**config.mk**
```make
export PLATFORM = sky130hd
export DESIGN_NAME = m_lsu_ctrl_flat
export DESIGN_NICKNAME = d
export VERILOG_FILES = /design/src/rtl/m_lsu_ctrl_pkg.sv /design/src/rtl/m_lsu_ctrl_if.sv /design/src/rtl/m_lsu_ctrl_load_ext.sv /design/src/rtl/m_lsu_ctrl.sv /design/src/flat_wrapper.sv
export SDC_FILE = /design/constraint.sdc
export NUM_CORES = 1
export LEC_CHECK = 0
export BUFFER_PORTS_ARGS = -buffer_cell sky130_fd_sc_hd__clkbuf_2
export CAP_MARGIN = 20
export CORE_MARGIN = 5
export CORE_UTILIZATION = 46
export DETAILED_ROUTE_END_ITERATION = 8
export HOLD_SLACK_MARGIN = 0.03
export PLACE_DENSITY = 0.77
export SETUP_SLACK_MARGIN = 0.15
export SYNTH_ARGS = -nofsm -noshare
export SYNTH_HDL_FRONTEND = slang
export SYNTH_SLANG_ARGS = --single-unit
```
**constraint.sdc**
```tcl
create_clock -name clk -period 2.2 [get_ports clk]
set_input_delay 0.33 -clock clk [delete_from_list [all_inputs] [get_ports clk]]
set_output_delay 0.33 -clock clk [all_outputs]
set_load 0.02 [all_outputs]
```
**src/rtl/m_lsu_ctrl_pkg.sv**
```systemverilog
// Shared encodings for the MEM-stage load/store controller.
package lsu_pkg;

  typedef enum logic [1:0] {
    SZ_B = 2'd0,
    SZ_H = 2'd1,
    SZ_W = 2'd2,
    SZ_D = 2'd3
  } size_e;

  typedef enum logic [1:0] {
    ERR_OK   = 2'b00,
    ERR_ADEL = 2'b01,
    ERR_ADES = 2'b10,
    ERR_TMO  = 2'b11
  } err_e;

  typedef enum logic [1:0] {
    ST_IDLE = 2'd0,
    ST_REQ  = 2'd1,
    ST_WAIT = 2'd2,
    ST_RESP = 2'd3
  } state_e;

  // Wide enough for the largest legal TIMEOUT (255).
  localparam int TMO_CNT_W = 8;

  // Low address bits that must be zero for a naturally aligned access.
  function automatic logic [2:0] align_mask(input logic [1:0] size);
    case (size)
      2'd0:    return 3'b000;
      2'd1:    return 3'b001;
      2'd2:    return 3'b011;
      default: return 3'b111;
    endcase
  endfunction

endpackage

```
**src/rtl/m_lsu_ctrl_if.sv**
```systemverilog
// Pipeline-side and memory-side bundles of the load/store controller.

// Pipeline side: master is the M stage, slave is the controller.
interface lsu_req_if #(
  parameter int DATA_W = 32,
  parameter int ADDR_W = 32
);
  logic              req_valid;
  logic              req_ready;
  logic              req_we;
  logic [1:0]        req_size;
  logic              req_unsigned;
  logic [ADDR_W-1:0] req_addr;
  logic [DATA_W-1:0] req_wdata;
  logic              resp_valid;
  logic [DATA_W-1:0] resp_rdata;
  logic [1:0]        resp_err;
  logic              busy;

  modport master (
    output req_valid, req_we, req_size, req_unsigned, req_addr, req_wdata,
    input  req_ready, resp_valid, resp_rdata, resp_err, busy
  );

  modport slave (
    input  req_valid, req_we, req_size, req_unsigned, req_addr, req_wdata,
    output req_ready, resp_valid, resp_rdata, resp_err, busy
  );
endinterface

// Memory side: master is the controller, slave is the data memory.
interface lsu_mem_if #(
  parameter int DATA_W = 32,
  parameter int ADDR_W = 32
);
  logic                  mem_valid;
  logic                  mem_ready;
  logic [ADDR_W-1:0]     mem_addr;
  logic [DATA_W/8-1:0]   mem_be;
  logic [DATA_W-1:0]     mem_wdata;
  logic                  mem_rvalid;
  logic [DATA_W-1:0]     mem_rdata;

  modport master (
    output mem_valid, mem_addr, mem_be, mem_wdata,
    input  mem_ready, mem_rvalid, mem_rdata
  );

  modport slave (
    input  mem_valid, mem_addr, mem_be, mem_wdata,
    output mem_ready, mem_rvalid, mem_rdata
  );
endinterface

```
**src/rtl/m_lsu_ctrl_load_ext.sv**
```systemverilog
// Lane select plus sign/zero extension of a raw memory word.
// Purely combinational so the exception/bypass path can share it.
module lsu_load_ext
  import lsu_pkg::*;
#(
  parameter int DATA_W = 32
) (
  input  logic [DATA_W-1:0]             rdata,
  input  logic [$clog2(DATA_W/8)-1:0]   off,
  input  logic [1:0]                    size,
  input  logic                          is_unsigned,
  output logic [DATA_W-1:0]             ext
);

  logic [DATA_W-1:0] shifted;
  logic [DATA_W-1:0] keep;
  logic              top_bit;

  // Move the addressed lane group to bit 0, then fill above it with the sign or zeros.
  // A full-width access has keep = all ones, so it passes straight through.
  always_comb begin
    shifted = rdata >> {off, 3'b000};
    case (size)
      SZ_B: begin
        keep    = DATA_W'(8'hFF);
        top_bit = shifted[7];
      end
      SZ_H: begin
        keep    = DATA_W'(16'hFFFF);
        top_bit = shifted[15];
      end
      SZ_W: begin
        keep    = DATA_W'(32'hFFFF_FFFF);
        top_bit = shifted[31];
      end
      default: begin
        keep    = '1;
        top_bit = 1'b0;
      end
    endcase
    ext = (shifted & keep) | ((top_bit && !is_unsigned) ? ~keep : '0);
  end

endmodule

```
**src/rtl/m_lsu_ctrl.sv**
```systemverilog
// MEM-stage load/store controller: alignment check, byte enables, lane
// replication, variable-latency memory handshake with WAIT timeout, and
// extended load return. The pipeline stalls while busy is high.
//
// state   | meaning
// IDLE    | ready for a new access; request fields latched on req_valid
// REQ     | mem_valid held with stable addr/be/wdata until mem_ready
// WAIT    | load accepted, waiting for mem_rvalid; timeout counter runs
// RESP    | one-cycle resp_valid pulse, then back to IDLE
module m_lsu_ctrl
  import lsu_pkg::*;
#(
  parameter int DATA_W  = 32,
  parameter int ADDR_W  = 32,
  parameter int TIMEOUT = 16
) (
  input logic       clk,
  input logic       reset_n,
  lsu_req_if.slave  req,
  lsu_mem_if.master mem
);

  localparam int LANES = DATA_W / 8;
  localparam int LOG_L = $clog2(LANES);

  state_e               state;
  logic                 lat_we;
  logic                 lat_uns;
  logic [1:0]           lat_size;
  logic [LOG_L-1:0]     lat_off;
  logic [TMO_CNT_W-1:0] cnt;
  logic [DATA_W-1:0]    ld_ext;

  logic [LOG_L-1:0]     in_off;
  logic                 in_legal;
  logic [LANES-1:0]     in_mask;
  logic [LANES-1:0]     in_be;
  logic [DATA_W-1:0]    in_wdata_rep;
  logic [ADDR_W-1:0]    in_addr_al;

  // Decode the incoming request: legality, lane-aligned address, byte enables, replicated store data.
  always_comb begin
    in_off     = req.req_addr[LOG_L-1:0];
    in_legal   = ((req.req_addr[2:0] & align_mask(req.req_size)) == 3'b000) &&
                 ((req.req_size != SZ_D) || (DATA_W == 64));
    in_addr_al = {req.req_addr[ADDR_W-1:LOG_L], {LOG_L{1'b0}}};
    case (req.req_size)
      SZ_B: begin
        in_mask      = LANES'(8'h01);
        in_wdata_rep = {(LANES){req.req_wdata[7:0]}};
      end
      SZ_H: begin
        in_mask      = LANES'(8'h03);
        in_wdata_rep = {(LANES/2){req.req_wdata[15:0]}};
      end
      SZ_W: begin
        in_mask      = LANES'(8'h0F);
        in_wdata_rep = {(LANES/4){req.req_wdata[31:0]}};
      end
      default: begin
        in_mask      = '1;
        in_wdata_rep = req.req_wdata;
      end
    endcase
    in_be = in_mask << in_off;
  end

  lsu_load_ext #(.DATA_W(DATA_W)) u_load_ext (
    .rdata       (mem.mem_rdata),
    .off         (lat_off),
    .size        (lat_size),
    .is_unsigned (lat_uns),
    .ext         (ld_ext)
  );

  // Control FSM with all handshake outputs registered.
  always_ff @(posedge clk or negedge reset_n) begin
    if (!reset_n) begin
      state           <= ST_IDLE;
      lat_we          <= 1'b0;
      lat_uns         <= 1'b0;
      lat_size        <= 2'd0;
      lat_off         <= '0;
      cnt             <= '0;
      req.req_ready   <= 1'b1;
      req.busy        <= 1'b0;
      req.resp_valid  <= 1'b0;
      req.resp_rdata  <= '0;
      req.resp_err    <= ERR_OK;
      mem.mem_valid   <= 1'b0;
      mem.mem_addr    <= '0;
      mem.mem_be      <= '0;
      mem.mem_wdata   <= '0;
    end else begin
      case (state)
        ST_IDLE: begin
          if (req.req_valid) begin
            lat_we        <= req.req_we;
            lat_uns       <= req.req_unsigned;
            lat_size      <= req.req_size;
            lat_off       <= in_off;
            req.req_ready <= 1'b0;
            req.busy      <= 1'b1;
            if (!in_legal) begin
              state          <= ST_RESP;
              req.resp_valid <= 1'b1;
              req.resp_rdata <= '0;
              req.resp_err   <= req.req_we ? ERR_ADES : ERR_ADEL;
            end else begin
              state         <= ST_REQ;
              mem.mem_valid <= 1'b1;
              mem.mem_addr  <= in_addr_al;
              mem.mem_be    <= in_be;
              mem.mem_wdata <= in_wdata_rep;
            end
          end
        end
        ST_REQ: begin
          if (mem.mem_ready) begin
            mem.mem_valid <= 1'b0;
            mem.mem_be    <= '0;
            if (lat_we) begin
              state          <= ST_RESP;
              req.resp_valid <= 1'b1;
              req.resp_rdata <= '0;
              req.resp_err   <= ERR_OK;
            end else if (mem.mem_rvalid) begin
              state          <= ST_RESP;
              req.resp_valid <= 1'b1;
              req.resp_rdata <= ld_ext;
              req.resp_err   <= ERR_OK;
            end else begin
              state <= ST_WAIT;
              cnt   <= '0;
            end
          end
        end
        ST_WAIT: begin
          cnt <= cnt + 1'b1;
          // Data arriving on the final counted cycle still wins over the timeout.
          if (mem.mem_rvalid) begin
            state          <= ST_RESP;
            req.resp_valid <= 1'b1;
            req.resp_rdata <= ld_ext;
            req.resp_err   <= ERR_OK;
          end else if (cnt == TMO_CNT_W'(TIMEOUT - 1)) begin
            state          <= ST_RESP;
            req.resp_valid <= 1'b1;
            req.resp_rdata <= '0;
            req.resp_err   <= ERR_TMO;
          end
        end
        default: begin
          state          <= ST_IDLE;
          cnt            <= '0;
          req.resp_valid <= 1'b0;
          req.req_ready  <= 1'b1;
          req.busy       <= 1'b0;
        end
      endcase
    end
  end

endmodule
```
**src/flat_wrapper.sv**
```systemverilog
// flat-port wrapper written by rule: the top's interface ports become plain ports
module m_lsu_ctrl_flat import lsu_pkg::*;
#(
  parameter int DATA_W  = 32,
  parameter int ADDR_W  = 32,
  parameter int TIMEOUT = 16
)
  (clk, reset_n, req_req_valid, req_req_we, req_req_size, req_req_unsigned, req_req_addr, req_req_wdata, req_req_ready, req_resp_valid, req_resp_rdata, req_resp_err, req_busy, mem_mem_valid, mem_mem_addr, mem_mem_be, mem_mem_wdata, mem_mem_ready, mem_mem_rvalid, mem_mem_rdata);
  lsu_req_if #(.DATA_W(DATA_W), .ADDR_W(ADDR_W)) req_i ();
  lsu_mem_if #(.DATA_W(DATA_W), .ADDR_W(ADDR_W)) mem_i ();
  input logic clk;
  input logic reset_n;
  input wire logic [$bits(req_i.req_valid)-1:0] req_req_valid;
  input wire logic [$bits(req_i.req_we)-1:0] req_req_we;
  input wire logic [$bits(req_i.req_size)-1:0] req_req_size;
  input wire logic [$bits(req_i.req_unsigned)-1:0] req_req_unsigned;
  input wire logic [$bits(req_i.req_addr)-1:0] req_req_addr;
  input wire logic [$bits(req_i.req_wdata)-1:0] req_req_wdata;
  output wire logic [$bits(req_i.req_ready)-1:0] req_req_ready;
  output wire logic [$bits(req_i.resp_valid)-1:0] req_resp_valid;
  output wire logic [$bits(req_i.resp_rdata)-1:0] req_resp_rdata;
  output wire logic [$bits(req_i.resp_err)-1:0] req_resp_err;
  output wire logic [$bits(req_i.busy)-1:0] req_busy;
  output wire logic [$bits(mem_i.mem_valid)-1:0] mem_mem_valid;
  output wire logic [$bits(mem_i.mem_addr)-1:0] mem_mem_addr;
  output wire logic [$bits(mem_i.mem_be)-1:0] mem_mem_be;
  output wire logic [$bits(mem_i.mem_wdata)-1:0] mem_mem_wdata;
  input wire logic [$bits(mem_i.mem_ready)-1:0] mem_mem_ready;
  input wire logic [$bits(mem_i.mem_rvalid)-1:0] mem_mem_rvalid;
  input wire logic [$bits(mem_i.mem_rdata)-1:0] mem_mem_rdata;
  assign req_i.req_valid = req_req_valid;
  assign req_i.req_we = req_req_we;
  assign req_i.req_size = req_req_size;
  assign req_i.req_unsigned = req_req_unsigned;
  assign req_i.req_addr = req_req_addr;
  assign req_i.req_wdata = req_req_wdata;
  assign req_req_ready = req_i.req_ready;
  assign req_resp_valid = req_i.resp_valid;
  assign req_resp_rdata = req_i.resp_rdata;
  assign req_resp_err = req_i.resp_err;
  assign req_busy = req_i.busy;
  assign mem_mem_valid = mem_i.mem_valid;
  assign mem_mem_addr = mem_i.mem_addr;
  assign mem_mem_be = mem_i.mem_be;
  assign mem_mem_wdata = mem_i.mem_wdata;
  assign mem_i.mem_ready = mem_mem_ready;
  assign mem_i.mem_rvalid = mem_mem_rvalid;
  assign mem_i.mem_rdata = mem_mem_rdata;
  m_lsu_ctrl #(.DATA_W(DATA_W), .ADDR_W(ADDR_W), .TIMEOUT(TIMEOUT)) u_core (.clk(clk), .reset_n(reset_n), .req(req_i), .mem(mem_i));
endmodule
```
[After elaboration in Yosys (flattened, before gate mapping)]
Cells that the tools add are included.
Word-level totals
  register bits after elaboration: 120
  input bits: 105
  logic and storage cells: 112
  output and inout port bits: 106
Cells by class
  reductions and logical operators: 18
  shift operators: 2
  $add $sub $neg: 1
  bitwise operators: 6
  equality and inequality tests: 16
  mux-type cells: 54
Operators with widths (number)
  two-way mux 32 bit: 8
  one-hot mux 32 bit (2 select lines): 2
  one-hot mux 32 bit (3 select lines): 1
  bitwise AND 32 bit: 1
  inverter 32 bit: 1
  bitwise OR 32 bit: 1
  right shift 32 x 5 -> 32 bit: 1
  two-way mux 2 bit: 13
  two-way mux 8 bit: 3
  one-hot mux 8 bit (3 select lines): 1
  one-hot mux 4 bit (2 select lines): 2
  two-way mux 1 bit: 13
  two-way mux 4 bit: 3
  != test 2 bit (second input constant): 6
  one-hot mux 2 bit (3 select lines): 2
  one-hot mux 3 bit (3 select lines): 1
  adder 8 x 1 -> 8 bit (second input constant): 1
  == test 8 x 4 -> 1 bit (second input constant): 1
  AND reduction 4 bit: 2
  == test 2 x 1 -> 1 bit (second input constant): 3
  == test 2 bit (second input constant): 3
  logical NOT 2 bit: 3
  != test 3 x 2 -> 1 bit (second input constant): 2
  one-hot mux 1 bit (2 select lines): 3
  15 further kinds: 20

[Depth between registers and ports, before layout]
  depth in word-level cells: 9
  mapped depth: 9
  gate-level depth less buffers: 6

[Cells and area by module]
From an unflattened synthesis, not the netlist that was laid out.
Second synthesis, totals
  cell total of the unflattened synthesis: 587
  area total of the unflattened synthesis: 6194.7 µm²
Modules (own cells, without submodules)
  m_lsu_ctrl: cells each 472, times used 1, area each 5350.1 µm², sequential area each 3004.1 µm²
  lsu_load_ext: cells each 115, times used 1, area each 844.6 µm², sequential area each 0.0 µm²

[Least setup slack after synthesis]
Ideal clock, no wire load.
  path type: register -> register
  start point: reg u_core.state[1]
  end point: reg u_core.req.resp_rdata[13]
  cell stages (with the launch flop): 9
  arrival: 2.221 ns
  buffers on the path: 2
  setup slack: -0.146 ns
  setup time: 0.125 ns
  cell sequence: dfrtp_1 > inv_1 > ha_1 > nor3b_1 > or2_2 > clkbuf_1 > nor4_4 > buf_4 > mux2_2
Between the ends
  word-level cells in the longest chain between the ends: 3
  elaborated cells between the ends (all ways): 11
Ends and longest elaborated chain
  start: declaration: RTL line m_lsu_ctrl.sv:26  | state_e state;
  start signal: assignment: RTL line m_lsu_ctrl.sv:79  | state <= ST_IDLE;
  start signal: assignment: RTL line m_lsu_ctrl.sv:105  | state <= ST_RESP;
  start signal: assignment: RTL line m_lsu_ctrl.sv:110  | state <= ST_REQ;
  == test 2 bit, or another cell as far along: RTL line m_lsu_ctrl.sv:95  | case (state)
  != test 3 x 2 -> 1 bit (no line), or another cell as far along
  AND reduction 6 bit (no line)
  end signal: assignment: RTL line m_lsu_ctrl.sv:130  | req.resp_rdata <= ld_ext;
  end signal: assignment: RTL line m_lsu_ctrl.sv:144  | req.resp_rdata <= ld_ext;
  end: declaration: RTL line m_lsu_ctrl_if.sv:27  | output req_ready, resp_valid, resp_rdata, resp_err, busy
Several ways; a longest one is shown, not always the timed one.
A chain may end at the register's enable or synchronous reset.

[Final worst setup path]
  start point: reg u_core.state[1]
  end point: reg u_core.req.resp_rdata[28]
The elaborated chain is that of the path after synthesis.

==> flow_metrics.env <==
export IMPL_syn_inst=540
export IMPL_crit_type="reg -> reg"
export IMPL_grt_pass1_vias=5534
export IMPL_synth_top_area_share_pct=49.32
export IMPL_seq_area_um2=3005
export IMPL_antenna_cells=0
export IMPL_ys_top_cells_by_count="dfrtp_1, mux2_2, mux2i_1, o21ai_0, nand2_1"
export IMPL_p_per_area_nw_per_um2=1600
export IMPL_placed_area_um2=7397
export IMPL_clk_latency_ns=0.41
export IMPL_cts_sinks=120
export IMPL_grt_overflow_total=0
export IMPL_synth_largest_area_cell="dfrtp_1"
export IMPL_p_total_mw=13.10
export IMPL_drtIter0Drc=297
export IMPL_fin_skew_ns=0.009938
export IMPL_tightest_slew_ns=0.6672
export IMPL_hpwl_um=12240
export IMPL_cts_tree="built"
export IMPL_fin_area_um2=8189
export IMPL_track_usage_pct=22.02
export IMPL_synth_most_common_cell="dfrtp_1"
export IMPL_area_growth_synth_to_final_pct=35.62
export IMPL_ys_flop_type="dfrtp_1"
export IMPL_violations="negative hold slack"
export IMPL_synthArstFlopShare_pct=100.0
export IMPL_avgSynthCellArea_um2=11.18
export IMPL_status="finished, violations left"
export IMPL_post_route_drc_count=0
export IMPL_fin_nets=869
export IMPL_via_per_inst=5.588
export IMPL_ys_ff_latch=120
export IMPL_drive_gt1_share_pct=47.66
export IMPL_synth_area_top_cells="dfrtp_1, mux2_2, mux2i_1"
export IMPL_rsz0062_at_grt="yes"
export IMPL_final_antenna_net_count=0
export IMPL_pre_cts_ws_ns=-0.003187
export IMPL_dieArea_um2=15520
export IMPL_holdCritPathClass="in -> async"
export IMPL_fmax_ghz=0.4744
export IMPL_ir_worst_vdd_mv=0.8627
export IMPL_synthesis_area_um2=6038
export IMPL_p_leak_nw=4.034
export IMPL_clockRootBuffer="clkbuf_16"
export IMPL_cap_violations=0
export IMPL_vias=5264
export IMPL_fillCellCount=1055
export IMPL_arrival_ns=2.37
export IMPL_crit_required_ns=2.46
export IMPL_coreArea_um2=12720
export IMPL_drv_slew=0
export IMPL_wl_um=16980
export IMPL_finalHoldViolations=8
export IMPL_slew_limit_headroom_pct=55.52
export IMPL_grt_pass1_wl_um=27730
export IMPL_io_buffers=208
export IMPL_cts_buffer_depth=2
export IMPL_r2r_slack_ns=0.09
export IMPL_multiInputGateArea_um2=2944
export IMPL_final_cells=942
export IMPL_finalCritPeriodShare_pct=95.81
export IMPL_cts_buffers=17
export IMPL_finalCriticalPeriod_ns=2.108
export IMPL_grt_max_degree=121
export IMPL_setup_viol=0
export IMPL_startpoint_type="register"
export IMPL_hold_ws_ns=-0.02375
export IMPL_initial_core_util_pct=47.46
export IMPL_yosysUniqueCellTypes=48
export IMPL_clk_pin_slew_worst_paths_ns=0.05
export IMPL_io_pins=211
export IMPL_htree_levels=4
export IMPL_antenna_found_initial=1
export IMPL_synth_warnings=0
export IMPL_fp_dieH_um=124.6
export IMPL_wl_per_cell_um=18.02
export IMPL_placed_cells_incl_taps=904
export IMPL_place_gp_congestion=0.8528
export IMPL_dieWidth_um=124.6
export IMPL_synth_seq_area_share_pct=49.75
export IMPL_end_kind="register"
export IMPL_first_pass_iters=5
export IMPL_crit_path_max_fanout=16
export IMPL_fin_ws_ns=0.09228
export IMPL_rows=41
export IMPL_synth_edf_count=0
[layout by cell type (no fill, tap or decap), types with 3 or more instances in the layout]
| master | instances |
|---|---|
| clkbuf_16 | 18 |
| buf_4 | 23 |
| dfrtp_1 | 118 |
| bufinv_16 | 3 |
| nor2b_1 | 7 |
| clkinv_2 | 4 |
| xnor2_1 | 4 |
| a21o_1 | 4 |
| clkbuf_8 | 4 |
| ha_1 | 3 |
| mux2_2 | 55 |
| o31ai_1 | 6 |
| o21ai_0 | 35 |
| o211ai_1 | 9 |
| inv_2 | 4 |
| nor3_1 | 4 |
| a211oi_1 | 17 |
| o31ai_2 | 10 |
| nor2_1 | 33 |
| inv_1 | 7 |
| a21oi_1 | 22 |
| mux2i_1 | 42 |
| nand2b_1 | 3 |
| mux2_4 | 9 |
| o41ai_1 | 19 |
| and3_1 | 8 |
| clkbuf_2 | 207 |
| nand3b_1 | 9 |
| nand2_1 | 34 |
| buf_12 | 5 |
[power breakdown]
group | switching [mW] | total, mW | internal (mW)
registers | 0.600 | 3.79 | 3.19
logic | 3.79 | 6.48 | 2.69
clock network | 0.945 | 2.83 | 1.89
[cell type report]
| cell class | count | area share [%] |
|---|---|---|
| clock buffers | 23 | 5.959 |
| clock inverters | 8 | 1.451 |
| inverters | 12 | 0.5500 |
| multi-input cells | 369 | 35.95 |
| flip-flops and latches | 120 | 36.70 |
| well taps | 172 | 2.628 |
| repair buffers | 238 | 16.76 |
[cell families (layout without fill, tap and decap cells)]
logic type | after synthesis | count (layout) | synth area share [%]
AO/OA/AOI/OAI | 137 | 137 | 15.98
flip-flops | 120 | 120 | 49.75
AND/OR/NAND/NOR | 113 | 113 | 9.470
multiplexers | 107 | 107 | 19.27
buffers and inverters | 52 | 281 | 3.647
adder cells (fa/ha/maj) | 6 | 6 | 1.243
XOR/XNOR | 4 | 4 | 0.5801
other | 1 | 2 | 0.06210
[what timing repair did]
action / in CTS / in global routing
hold buffers: 0 / 0
resized for setup: 9 / 14
gates cloned: 1 / 1
pin swaps: 0 / 3
setup endpoints to repair: 33 / 37
setup buffers: 3 / 2
[metal layers]
metal | global-route usage [%] | wire (um) | vias up
met5 | 0 | 7 | -
met4 | 8.253 | 438 | 2
met3 | 8.705 | 1655 | 35
met2 | 37.31 | 8429 | 229
met1 | 25.08 | 6447 | 2578
li1 | - | - | 2420
[sequential cells by signal (all words and copies together) (netlist names)]
| name | flops |
|---|---|
| u_core.mem.mem_wdata | 32 |
| u_core.req.resp_rdata | 32 |
| u_core.mem.mem_addr | 30 |
| u_core.cnt | 8 |
| u_core.mem.mem_be | 4 |
| u_core.lat_off | 2 |
| u_core.lat_size | 2 |
| u_core.req.resp_err | 2 |
| u_core.state | 2 |
| u_core.lat_uns | 1 |
| u_core.lat_we | 1 |
| u_core.mem.mem_valid | 1 |
| u_core.req.busy | 1 |
| u_core.req.req_ready | 1 |
| u_core.req.resp_valid | 1 |
[per-stage QoR]
| stage | util (%) | setup TNS (ns) |
|---|---|---|
| final | 64.37 | 0 |
| after global placement | 58.14 | 0 |
| after floorplan | - | -0.8774 |
| after global routing | 64.37 | 0 |
| after detailed placement | 58.14 | -0.003187 |
| after CTS | 63.45 | 0 |
[worst max-delay path, stage by stage, from the launching register on]
cell and delay (ns):
dfrtp_1 0.38, inv_2 0.08, ha_4 0.18, nor3b_2 0.17, or2_4 0.26, buf_4 0.20, o41ai_1 0.54, o31ai_4 0.15
[worst paths after layout]
kind	start	endpoint	depth (start not counted)
setup / recovery	u_core.state[1]	u_core.req.resp_rdata[28]	7
hold / removal	reset_n	u_core.mem.mem_addr[2]	2
max in group asynchronous	reset_n	u_core.state[0]	2
setup reg to reg	u_core.state[1]	u_core.req.resp_rdata[28]	7
hold reg to reg	u_core.mem.mem_wdata[27]	u_core.mem.mem_wdata[27]	2
min in group clk	req_req_addr[8]	u_core.mem.mem_addr[8]	2
No activity file was read; power rests on OpenSTA's default activity.
